==> config.mk <==
export PLATFORM = sky130hd
export DESIGN_NAME = pkmc_sdram_sched
export DESIGN_NICKNAME = d
export VERILOG_FILES = /design/src/rtl/pkmc_sdram_sched.sv
export SDC_FILE = /design/constraint.sdc
export NUM_CORES = 1
export LEC_CHECK = 0
export ABC_AREA = 1
export BUFFER_PORTS_ARGS = -buffer_cell sky130_fd_sc_hd__buf_2
export CAP_MARGIN = 5
export CORE_MARGIN = 1.5
export CORE_UTILIZATION = 40
export DETAILED_ROUTE_END_ITERATION = 10
export GPL_TIMING_DRIVEN = 0
export SLEW_MARGIN = 20
export SYNTH_ARGS = -nofsm -noshare
export SYNTH_HDL_FRONTEND = slang
export SYNTH_SLANG_ARGS = --single-unit
==> constraint.sdc <==
create_clock -name clk -period 4.5 [get_ports clk]
set_clock_uncertainty 0.15 [all_clocks]
set_input_delay 0.45 -clock clk [delete_from_list [all_inputs] [get_ports clk]]
set_output_delay 0.45 -clock clk [all_outputs]
set_load 0.01 [all_outputs]
==> src/rtl/pkmc_sdram_sched.sv <==
// rtl/pkmc_sdram_sched.sv - two-requester arbiter and refresh scheduler for the PKMC SDRAM controller
module pkmc_sdram_sched #(
  parameter int REF_PERIOD   = 390,
  parameter int REF_MAX_PEND = 4,
  parameter int CNT_W        = 10
) (
  input  logic       clk,
  input  logic       rst,
  input  logic       init_done,
  input  logic       m0_req,
  input  logic       m0_we,
  input  logic       m1_req,
  input  logic       m1_we,
  output logic       m0_gnt,
  output logic       m1_gnt,
  output logic       ctrl_active,
  output logic       ctrl_we,
  output logic       ctrl_sel,
  input  logic       ctrl_done,
  output logic       auto_ref,
  input  logic       ref_irq,
  output logic       ref_ack,
  output logic [2:0] ref_pend
);

  typedef enum logic [1:0] {IDLE, G0, G1, REF} state_t;

  localparam logic [CNT_W-1:0] RELOAD   = CNT_W'(REF_PERIOD - 1);
  localparam logic [2:0]       PEND_MAX = 3'(REF_MAX_PEND);

  state_t           state, state_n;
  logic [CNT_W-1:0] cnt;
  logic             tick;
  logic             ref_done;
  logic             rr, rr_n;
  logic             m0_gnt_n, m1_gnt_n, active_n, we_n, sel_n, auto_ref_n, ref_ack_n;

  // The timer only counts once the controller is out of its init sequence.
  assign tick     = init_done && (cnt == '0);
  // A refresh completes on the cycle the controller is seen parked in ackWait.
  assign ref_done = (state == REF) && ref_irq;

  // Refresh interval counter: counts down, reloads on expiry or while init is pending.
  always_ff @(posedge clk or posedge rst) begin
    if (rst)
      cnt <= RELOAD;
    else if (!init_done || cnt == '0)
      cnt <= RELOAD;
    else
      cnt <= cnt - 1'b1;
  end

  // Refresh debt: ticks add, completions subtract, a coincident pair cancels.
  always_ff @(posedge clk or posedge rst) begin
    if (rst)
      ref_pend <= '0;
    else if (tick && !ref_done && ref_pend != PEND_MAX)
      ref_pend <= ref_pend + 1'b1;
    else if (ref_done && !tick)
      ref_pend <= ref_pend - 1'b1;
  end

  // State, round-robin pointer and all controller-facing outputs are registered.
  always_ff @(posedge clk or posedge rst) begin
    if (rst) begin
      state       <= IDLE;
      rr          <= 1'b0;
      m0_gnt      <= 1'b0;
      m1_gnt      <= 1'b0;
      ctrl_active <= 1'b0;
      ctrl_we     <= 1'b0;
      ctrl_sel    <= 1'b0;
      auto_ref    <= 1'b0;
      ref_ack     <= 1'b0;
    end else begin
      state       <= state_n;
      rr          <= rr_n;
      m0_gnt      <= m0_gnt_n;
      m1_gnt      <= m1_gnt_n;
      ctrl_active <= active_n;
      ctrl_we     <= we_n;
      ctrl_sel    <= sel_n;
      auto_ref    <= auto_ref_n;
      ref_ack     <= ref_ack_n;
    end
  end

  // Next-state arbitration and the output values that go with the next state.
  always_comb begin
    state_n    = state;
    rr_n       = rr;
    m0_gnt_n   = 1'b0;
    m1_gnt_n   = 1'b0;
    active_n   = 1'b0;
    we_n       = 1'b0;
    sel_n      = ctrl_sel;
    auto_ref_n = 1'b0;
    ref_ack_n  = 1'b0;

    case (state)
      IDLE: begin
        if (init_done) begin
          // Refresh wins when urgent, or opportunistically when nobody wants the bus.
          if (ref_pend == PEND_MAX || (ref_pend != '0 && !m0_req && !m1_req)) begin
            state_n = REF;
          end else if (m0_req && m1_req) begin
            state_n = rr ? G1 : G0;
            rr_n    = ~rr;
          end else if (m0_req) begin
            state_n = G0;
          end else if (m1_req) begin
            state_n = G1;
          end
        end
      end
      G0, G1: begin
        // Grants are never preempted; always pass through IDLE afterwards.
        if (ctrl_done)
          state_n = IDLE;
      end
      REF: begin
        if (ref_irq) begin
          state_n   = IDLE;
          ref_ack_n = 1'b1;
        end
      end
      default: state_n = IDLE;
    endcase

    case (state_n)
      G0: begin
        m0_gnt_n = 1'b1;
        active_n = 1'b1;
        sel_n    = 1'b0;
        we_n     = m0_we;
      end
      G1: begin
        m1_gnt_n = 1'b1;
        active_n = 1'b1;
        sel_n    = 1'b1;
        we_n     = m1_we;
      end
      REF:     auto_ref_n = 1'b1;
      default: ;
    endcase
  end

endmodule

==> metrics.cfg <==
[status]
outcome = completed

[synthesis]
yosysTopAreaCell = dfrtp_1
ys_types = 24
netlist_area_mm2 = 0.00122
ys_ff_latch = 23
synth_nets = 157
yosysWarnings = 0
syn_area_per_cell_um2 = 8.74
synth_area_leaders = dfrtp_1, dfstp_2, nand2_1
synth_top_area_share_pct = 38.9
netlist_instances = 140
ys_seq_area_share_pct = 47.4

[setup_path]
path_cells = inv_1 -> ha_1 -> inv_1 -> nor2_1 -> nand3_2 -> nor2_8 -> nand2_4 -> fa_1 -> inv_1 -> nand3_1 -> nand2_1 -> nand2_1 -> nand2_1
reg2reg_slack_ps = 2460
max_stage_delay_ps = 390
path_delay_family = simple AND/OR/NAND/NOR gates
path_buf_inv = 3
timing.rr.start = cnt[0]
crit_start = cnt[0]
worst_setup_path_start_kind = register
critical_path_class = register to register
reg2reg_depth = 13
cp-end-kind = register
slowest_stage = dfstp_2
cp.required_ps = 4600
cp_num_cells = 13
crit_fanout = 5
arrival_ps = 2140

[placement]
dp_cells = 189
gp_congestion = 0.832
placed_area_mm2 = 0.00135
io_buffers = 18
dpl.hpwl_um = 1610
dp_slack_ps = 2470

[global_routing]
grt_pass1_wl_um = 3680
track_usage_pct = 13.9
grt_pass1_vias = 904
gr-total-overflow = 0
grt_max_degree = 24
antenna_found_initial = 0

[clocking]
cts_tree = done
path_clk_slew_ps = 120
cts_buffer_depth = 2
root_buffer = clkbuf_4
ctsHoldBuffers = 0
cts_max_level = 1
cts_made_buffers = 3
cts_setup_buffers = 0
clock_sinks = 23
insertion_delay_ps = 300
cts_resized = 0

[sta]
setup_ws_ps = 2460
setup_tns_ps = 0
max_clock_freq_mhz = 490
setup-violations-final = 0
finalHoldViolCount = 0
fin_crit_ps = 2040
rsz0062_at_grt = false
whs_ps = 146
finalCritPeriodShare_pct = 45.3
drv_slew = 0
relSlewSlack_pct = 43.3
worst_pin_slew_ps = 850

[detailed_routing]
via_per_inst = 4.87
drt_first_pass_iters = 4
drcViolationCount = 0
wl_per_cell_um = 10.7
drt.antenna.violating_nets = 0
via_count = 940
first_iter_violations = 9
routed_wl_um = 2070

[floorplan]
initial_core_util_pct = 43.3
die_w_um = 58.3
die_y_um = 58.3
dieArea_mm2 = 0.00340
pin_count = 19
num_rows = 19
core_area_mm2 = 0.00283

[power]
p_switching_uw = 254
power_frac_clock_pct = 14.4
sw_frac_of_total_pct = 39.0
irDropWorstVdd_mv = 0.278
internal_power_uw = 397
power_density_mw_per_mm2 = 473
p_seq_share_pct = 46.0
p_leak_uw = 0.000772
combPwrFrac_pct = 39.7

[cells_and_area]
area_growth_pct = 12.7
nNetsFinal = 180
layout.cells.non_filler = 193
antenna_cells = 0
finalInstanceArea_mm2 = 0.00138
drive_above_1_share_pct = 23.5

[run]
drv_cap = 0

[worst_hold_path]
hold_path.class = input port to async pin

## stage by stage
stage          total power (uW)  utilization [%]
2_1_floorplan               481                -
3_3_place_gp                552             47.8
3_5_place_dp                565             47.8
4_1_cts                     662             48.7
5_1_grt                     714             48.7
6_report                    652             48.7
## state kept, by name (all words and copies together) (netlist names)
register	flops
ref_ack	1
m0_gnt	1
rr	1
m1_gnt	1
auto_ref	1
cnt	10
ref_pend	3
ctrl_active	1
ctrl_we	1
state	2
ctrl_sel	1
## path summary, 6_finish.rpt
kind | to
worst min register to register | cnt[0]
worst max-delay path | ref_pend[2]
worst max register to register | ref_pend[2]
min in group clk | ctrl_we
max in group asynchronous | ref_pend[0]
worst min-delay path | ctrl_active
## power by group through the flow
stage | Sequential (uW) | Combinational [uW] | Clock (uW)
3_3_place_gp | 302 | 250 | 0
4_1_cts | 300 | 262 | 99.9
2_1_floorplan | 317 | 164 | 0
3_5_place_dp | 303 | 261 | 0
5_1_grt | 308 | 298 | 107
6_report | 299 | 258 | 93.8
## area by class of cell
cell class              count  area, um^2
flip-flops and latches     23         581
inverters                  23        86.3
repair buffers             18        90.1
multi-input cells          94         557
well taps                  31        38.8
clock buffers               4        26.3
fillers                   284        1450
## cell usage after synthesis (all sizes together)
library cell,count
and3,1
ha,7
nor3,5
dfrtp,19
or2,2
xor2,4
o211ai,1
o221ai,1
o21ai,2
dfstp,4
nand2,33
o22ai,1
inv,23
nand3,9
a21oi,8
nand3b,1
nor2,18
fa,1
## placed cells by master (no fill, tap or decap), drive strengths merged
cell     n
nand2   33
inv     23
dfrtp   19
buf     18
nor2    18
nand3    9
a21oi    8
ha       7
nor3     5
xor2     4
dfstp    4
clkbuf   4
o21ai    2
or2      2
o211ai   1
o22ai    1
o221ai   1
nand3b   1
and3     1
fa       1
## cell families (layout without fill, tap and decap cells)
family	after synthesis	in the layout	share of synthesized area, %
AO/OA/AOI/OAI	13	13	5.93
XOR/XNOR	4	4	2.86
flip-flops	23	23	47.4
AND/OR/NAND/NOR	69	69	27.9
buffers and inverters	23	45	7.05
adder cells (fa/ha/maj)	8	8	8.79
## routing by layer
layer	vias to the layer above	global-route usage (%)	wire (um)
met5	-	0	0
met4	0	3.99	11
met3	2	3.30	92
met2	18	23.1	983
met1	441	18.1	986
li1	479	-	-
Note: power is estimated with default switching activity, not from simulation.
